<file path="config.mk">
export PLATFORM = sky130hd
export DESIGN_NAME = nco_phase_accumulator
export DESIGN_NICKNAME = d
export VERILOG_FILES = /design/src/rtl/nco_phase_accumulator.sv
export SDC_FILE = /design/constraint.sdc
export NUM_CORES = 1
export LEC_CHECK = 0
export BUFFER_PORTS_ARGS = -buffer_cell sky130_fd_sc_hd__buf_2
export CORE_ASPECT_RATIO = 1.4
export CORE_MARGIN = 1
export CORE_UTILIZATION = 35
export CTS_CLUSTER_DIAMETER = 120
export DETAILED_ROUTE_END_ITERATION = 10
export SYNTH_ARGS = -nofsm -noshare
export SYNTH_HDL_FRONTEND = slang
export SYNTH_SLANG_ARGS = --single-unit
</file>
<file path="constraint.sdc">
create_clock -name clk -period 2.6 [get_ports clk]
set_clock_uncertainty 0.1 [all_clocks]
set_input_delay 0.13 -clock clk [delete_from_list [all_inputs] [get_ports clk]]
set_output_delay 0.13 -clock clk [all_outputs]
set_load 0.01 [all_outputs]
</file>
<file path="src/rtl/nco_phase_accumulator.sv">
// NCO phase accumulator: divides clk to the sample rate and advances the phase by a double-buffered FCW on each tick.
// One cycle tick-to-output; fcw_ready stays low while a word is pending, until the next tick consumes it.
module nco_phase_accumulator #(
  parameter int SAMPLE_DIV = 2500,
  parameter int ACC_WIDTH  = 24
) (
  input  logic                 clk,
  input  logic                 rst,
  input  logic [ACC_WIDTH-1:0] fcw_data,
  input  logic                 fcw_valid,
  output logic                 fcw_ready,
  input  logic                 note_start,
  input  logic                 note_release,
  output logic [ACC_WIDTH-1:0] accumulated_value,
  output logic                 sample_valid,
  output logic                 playing
);

  localparam int DIV_W = $clog2(SAMPLE_DIV);
  localparam logic [DIV_W-1:0] DIV_LAST = DIV_W'(SAMPLE_DIV - 1);

  typedef enum logic [1:0] {
    IDLE     = 2'd0,
    PLAY     = 2'd1,
    STOPPING = 2'd2
  } state_t;

  state_t               state_q, state_d;
  logic [DIV_W-1:0]     div_cnt_q, div_cnt_d;
  logic [ACC_WIDTH-1:0] acc_q, acc_d;
  logic [ACC_WIDTH-1:0] fcw_pending_q, fcw_pending_d;
  logic [ACC_WIDTH-1:0] fcw_active_q, fcw_active_d;
  logic                 pending_full_q, pending_full_d;
  logic                 sample_valid_q, sample_valid_d;
  logic                 playing_q, playing_d;

  logic                 tick;
  logic                 fcw_accept;
  logic [ACC_WIDTH:0]   sum;
  logic                 stop_now;

  assign tick       = (div_cnt_q == DIV_LAST);
  assign fcw_ready  = !pending_full_q;
  assign fcw_accept = fcw_valid && !pending_full_q;
  assign sum        = {1'b0, acc_q} + {1'b0, fcw_active_q};
  // A stopping note ends at the phase wrap, or at once if it can never wrap.
  assign stop_now   = sum[ACC_WIDTH] || (fcw_active_q == '0);

  assign accumulated_value = acc_q;
  assign sample_valid      = sample_valid_q;
  assign playing           = playing_q;

  always_ff @(posedge clk or posedge rst) begin
    if (rst) begin
      state_q        <= IDLE;
      div_cnt_q      <= '0;
      acc_q          <= '0;
      fcw_pending_q  <= '0;
      fcw_active_q   <= '0;
      pending_full_q <= 1'b0;
      sample_valid_q <= 1'b0;
      playing_q      <= 1'b0;
    end else begin
      state_q        <= state_d;
      div_cnt_q      <= div_cnt_d;
      acc_q          <= acc_d;
      fcw_pending_q  <= fcw_pending_d;
      fcw_active_q   <= fcw_active_d;
      pending_full_q <= pending_full_d;
      sample_valid_q <= sample_valid_d;
      playing_q      <= playing_d;
    end
  end

  always_comb begin
    state_d = state_q;
    unique case (state_q)
      IDLE: begin
        if (note_start && !note_release) state_d = PLAY;
      end
      PLAY: begin
        if (note_release) state_d = STOPPING;
      end
      STOPPING: begin
        if (note_release)          state_d = STOPPING;
        else if (note_start)       state_d = PLAY;
        else if (tick && stop_now) state_d = IDLE;
      end
      default: state_d = IDLE;
    endcase
  end

  always_comb begin
    playing_d      = (state_d != IDLE);
    sample_valid_d = tick;
  end

  always_comb begin
    div_cnt_d      = tick ? '0 : div_cnt_q + DIV_W'(1);
    fcw_pending_d  = fcw_pending_q;
    pending_full_d = pending_full_q;
    fcw_active_d   = fcw_active_q;
    acc_d          = acc_q;

    // Accept and consume are exclusive: accept needs the pending slot empty.
    if (fcw_accept) begin
      fcw_pending_d  = fcw_data;
      pending_full_d = 1'b1;
    end else if (tick && pending_full_q) begin
      fcw_active_d   = fcw_pending_q;
      pending_full_d = 1'b0;
    end

    if (tick) begin
      unique case (state_q)
        PLAY:     acc_d = sum[ACC_WIDTH-1:0];
        STOPPING: acc_d = stop_now ? '0 : sum[ACC_WIDTH-1:0];
        default:  acc_d = '0;
      endcase
    end
  end

endmodule
</file>
==> results.txt <==
HPWL Detailed: 8472 um
GPL Wtd Cong: 0.8573
Crit end category: flip-flop
Cell count after placement: 747
Die Wd: 101.0 um
CTS H-tree lvls: 3
Worst Path Class, Setup: flip-flop to flip-flop
I/O pin total: 56
Initial antenna violation count: 0
Detailed Routing Iterations Pass 1: 4
Clk sinks: 89
Max Cap Viol: 0
Pin count of the biggest net entering global routing: 34
NumNets Final: 665
Synthesized area: 4807 sq um
Synth warn: 0
Final Max Tran Viols: 0
Non-Filler Instances: 793
FMAX: 0.3584 GHz
Core area: 13390 sq um
Max incr delay on CP: 390 ps
CTS tree: built
Sequential area share after synthesis: 46.33%
DP Worst Slack: -221.7 ps
Initial DRC count: 151
TritonCTS Buffers: 9
Final TNS setup: -4499 ps
Syn_nets: 504
Clock Tree Root: clkbuf_16
CP Launch Type: flip-flop
Number of flops mapped to enable cells by yosys: 0
Area of the multi-input gates: 2519 sq um
Crit path DAT: 2960 ps
Routed via count: 3912
Commonest non-fill, non-tap cell in the layout: dfrtp_1
Sequential Area: 2227 sq um
Hold Crit Class: input port to flip-flop
Port bufs: 55
Ys flop type: dfrtp_1
Final hold viol count: 0
Die area: 14210 sq um
Drt wl/cell: 14.51 um
Slowest cell on crit path: dfrtp_1
Util after Layout: 48.64%
Leakage: 3.210 nW
GRT Util Overall: 17.63%
Fillers: 1232
Global-route wire length before repair: 19580 um
Max clock buf depth: 2
Most frequent cells in the layout: dfrtp_1 (89), buf_4 (77), buf_2 (55)
Final worst-path cycle share: 107.3%
Synthesis-to-finish area growth: 35.48%
DRC: 0
Total power: 3.035 mW
Clock period minus worst slack: 2790 ps
Finish-stage setup viols: 27
RSZ-0062 raised after global routing: true
Worst slew pin tran: 589.2 ps
Violated checks: setup timing
Congestion Overflow GR: 0
Clock Pin Slew Worst Setup and Hold Paths: 60 ps
Initial core utilization: 35.91%
CP Cell Sequence: ha_2 -> fa_2 -> a211oi_4 -> o21ai_2 -> a31oi_4 -> o31ai_4 -> a211o_1 -> a211oi_2 -> o211ai_2 -> buf_12 -> o21ai_1
Asr flop ratio synth: 100.0%
Diode count: 0
Status: finished with violations
Vias/cell: 4.933
Max FO, Critical Path: 24
Post-Synthesis Cells: 445
Pwr Density: 466.1 nW/um^2
Post-route worst setup slack: -189.8 ps
Routed WL: 11510 um
Row Count: 50
WP buf/inv: 1
Syn Area/Cell: 10.80 sq um
Unique masters post-synth: 52
Vias in the first global route: 4113
Layout cells sized above 1: 36.66%
Crit path max-delay family: compound AO/OA/AOI/OAI gates
Critical path required time: 2770 ps
Worst rel slew slack: 60.67%
Worst VDD drop: 0.0002642 V
Synth Register Bits: 89
ANT nets after route: 0
Clk Latency, worst-skew pair: 340 ps
Die H: 140.7 um
[worst paths after layout]
path	slack [ps]	from	depth (start not counted)	to
worst min register to register	390	div_cnt_q[10]	1	div_cnt_q[10]
worst min-delay path	90	note_release	3	state_q[0]
max in group asynchronous	1330	rst	4	div_cnt_q[9]
worst max-delay path	-190	accumulated_value[0]	11	accumulated_value[13]
min in group asynchronous	280	rst	3	pending_full_q
worst max register to register	-190	accumulated_value[0]	11	accumulated_value[13]
[metal layers]
metal / global-route usage (%) / vias up / wire (um)
li1: - / 1935 / -
met1: 21.01 / 1904 / 4932
met2: 30.83 / 58 / 5928
met3: 3.570 / 15 / 399
met4: 6.712 / 0 / 246
met5: 0 / - / 0
[Yosys cell counts, drive strengths merged, types with 3 or more instances]
cell	n	share of area [%]
dfrtp	89	46
mux2	48	11
o21ai	41	4.3
nand2	37	2.9
ha	29	7.5
a21oi	21	2.2
inv	16	1.2
nor2	16	1.2
xnor2	16	2.9
nand3	11	1.1
clkbuf	10	0.78
nor2b	9	1.2
xor2	9	1.6
nor3	8	0.94
nand2b	7	0.91
nor4	7	0.91
a21o	6	0.94
and3	6	0.78
nand4	6	0.78
o21bai	5	0.78
or3	4	0.52
a2111oi	3	0.55
a211oi	3	0.68
a31oi	3	0.70
and4	3	0.55
buf	3	0.57
o211ai	3	0.57
o21a	3	0.47
or4	3	0.47
[repair_timing]
item / 4_1_cts / 5_1_grt
hold endpoints to repair: 54 / 0
pin swaps: 2 / 4
setup endpoints to repair: 27 / 27
hold buffers: 27 / 0
buffers inserted: 1 / 2
resized for setup: 5 / 11
[worst min-delay path, stage by stage]
cell and delay [ps]:
buf_2 130, nand2b_1 150, o21bai_1 90
[flip-flops by register name, summed over array words and instances (netlist names)]
signal             count
accumulated_value     24
fcw_active_q          24
fcw_pending_q         24
div_cnt_q             12
state_q                2
pending_full_q         1
playing                1
sample_valid           1
[per-stage QoR]
step                hold WS (ps)  area, sq um
floorplan                  147.0         4816
detailed placement         101.9         5881
CTS                        57.96         6452
global placement           92.98         5881
finish                     88.84         6513
global route               109.3         6513
[cell type report]
cell class	instances	area share, %
clock buffers	10	3.670
clock inverters	6	0.6724
inverters	16	0.9414
multi-input cells	327	38.67
flip-flops and latches	89	34.20
well taps	182	3.497
repair buffers	163	18.35
[cell families after synthesis]
family | share of synthesized area [%]
flops | 46.33
xor+xnor | 4.555
simple gates | 13.04
buf+inv | 2.603
compound gates | 14.06
fa+ha+maj | 7.965
mux | 11.45
[power by group]
part / total, mW / switching [mW] / internal [mW]
registers: 1.50 / 0.0466 / 1.46
clock network: 1.22 / 0.549 / 0.675
logic: 0.309 / 0.143 / 0.165
Note: power is estimated with default switching activity, not from simulation.
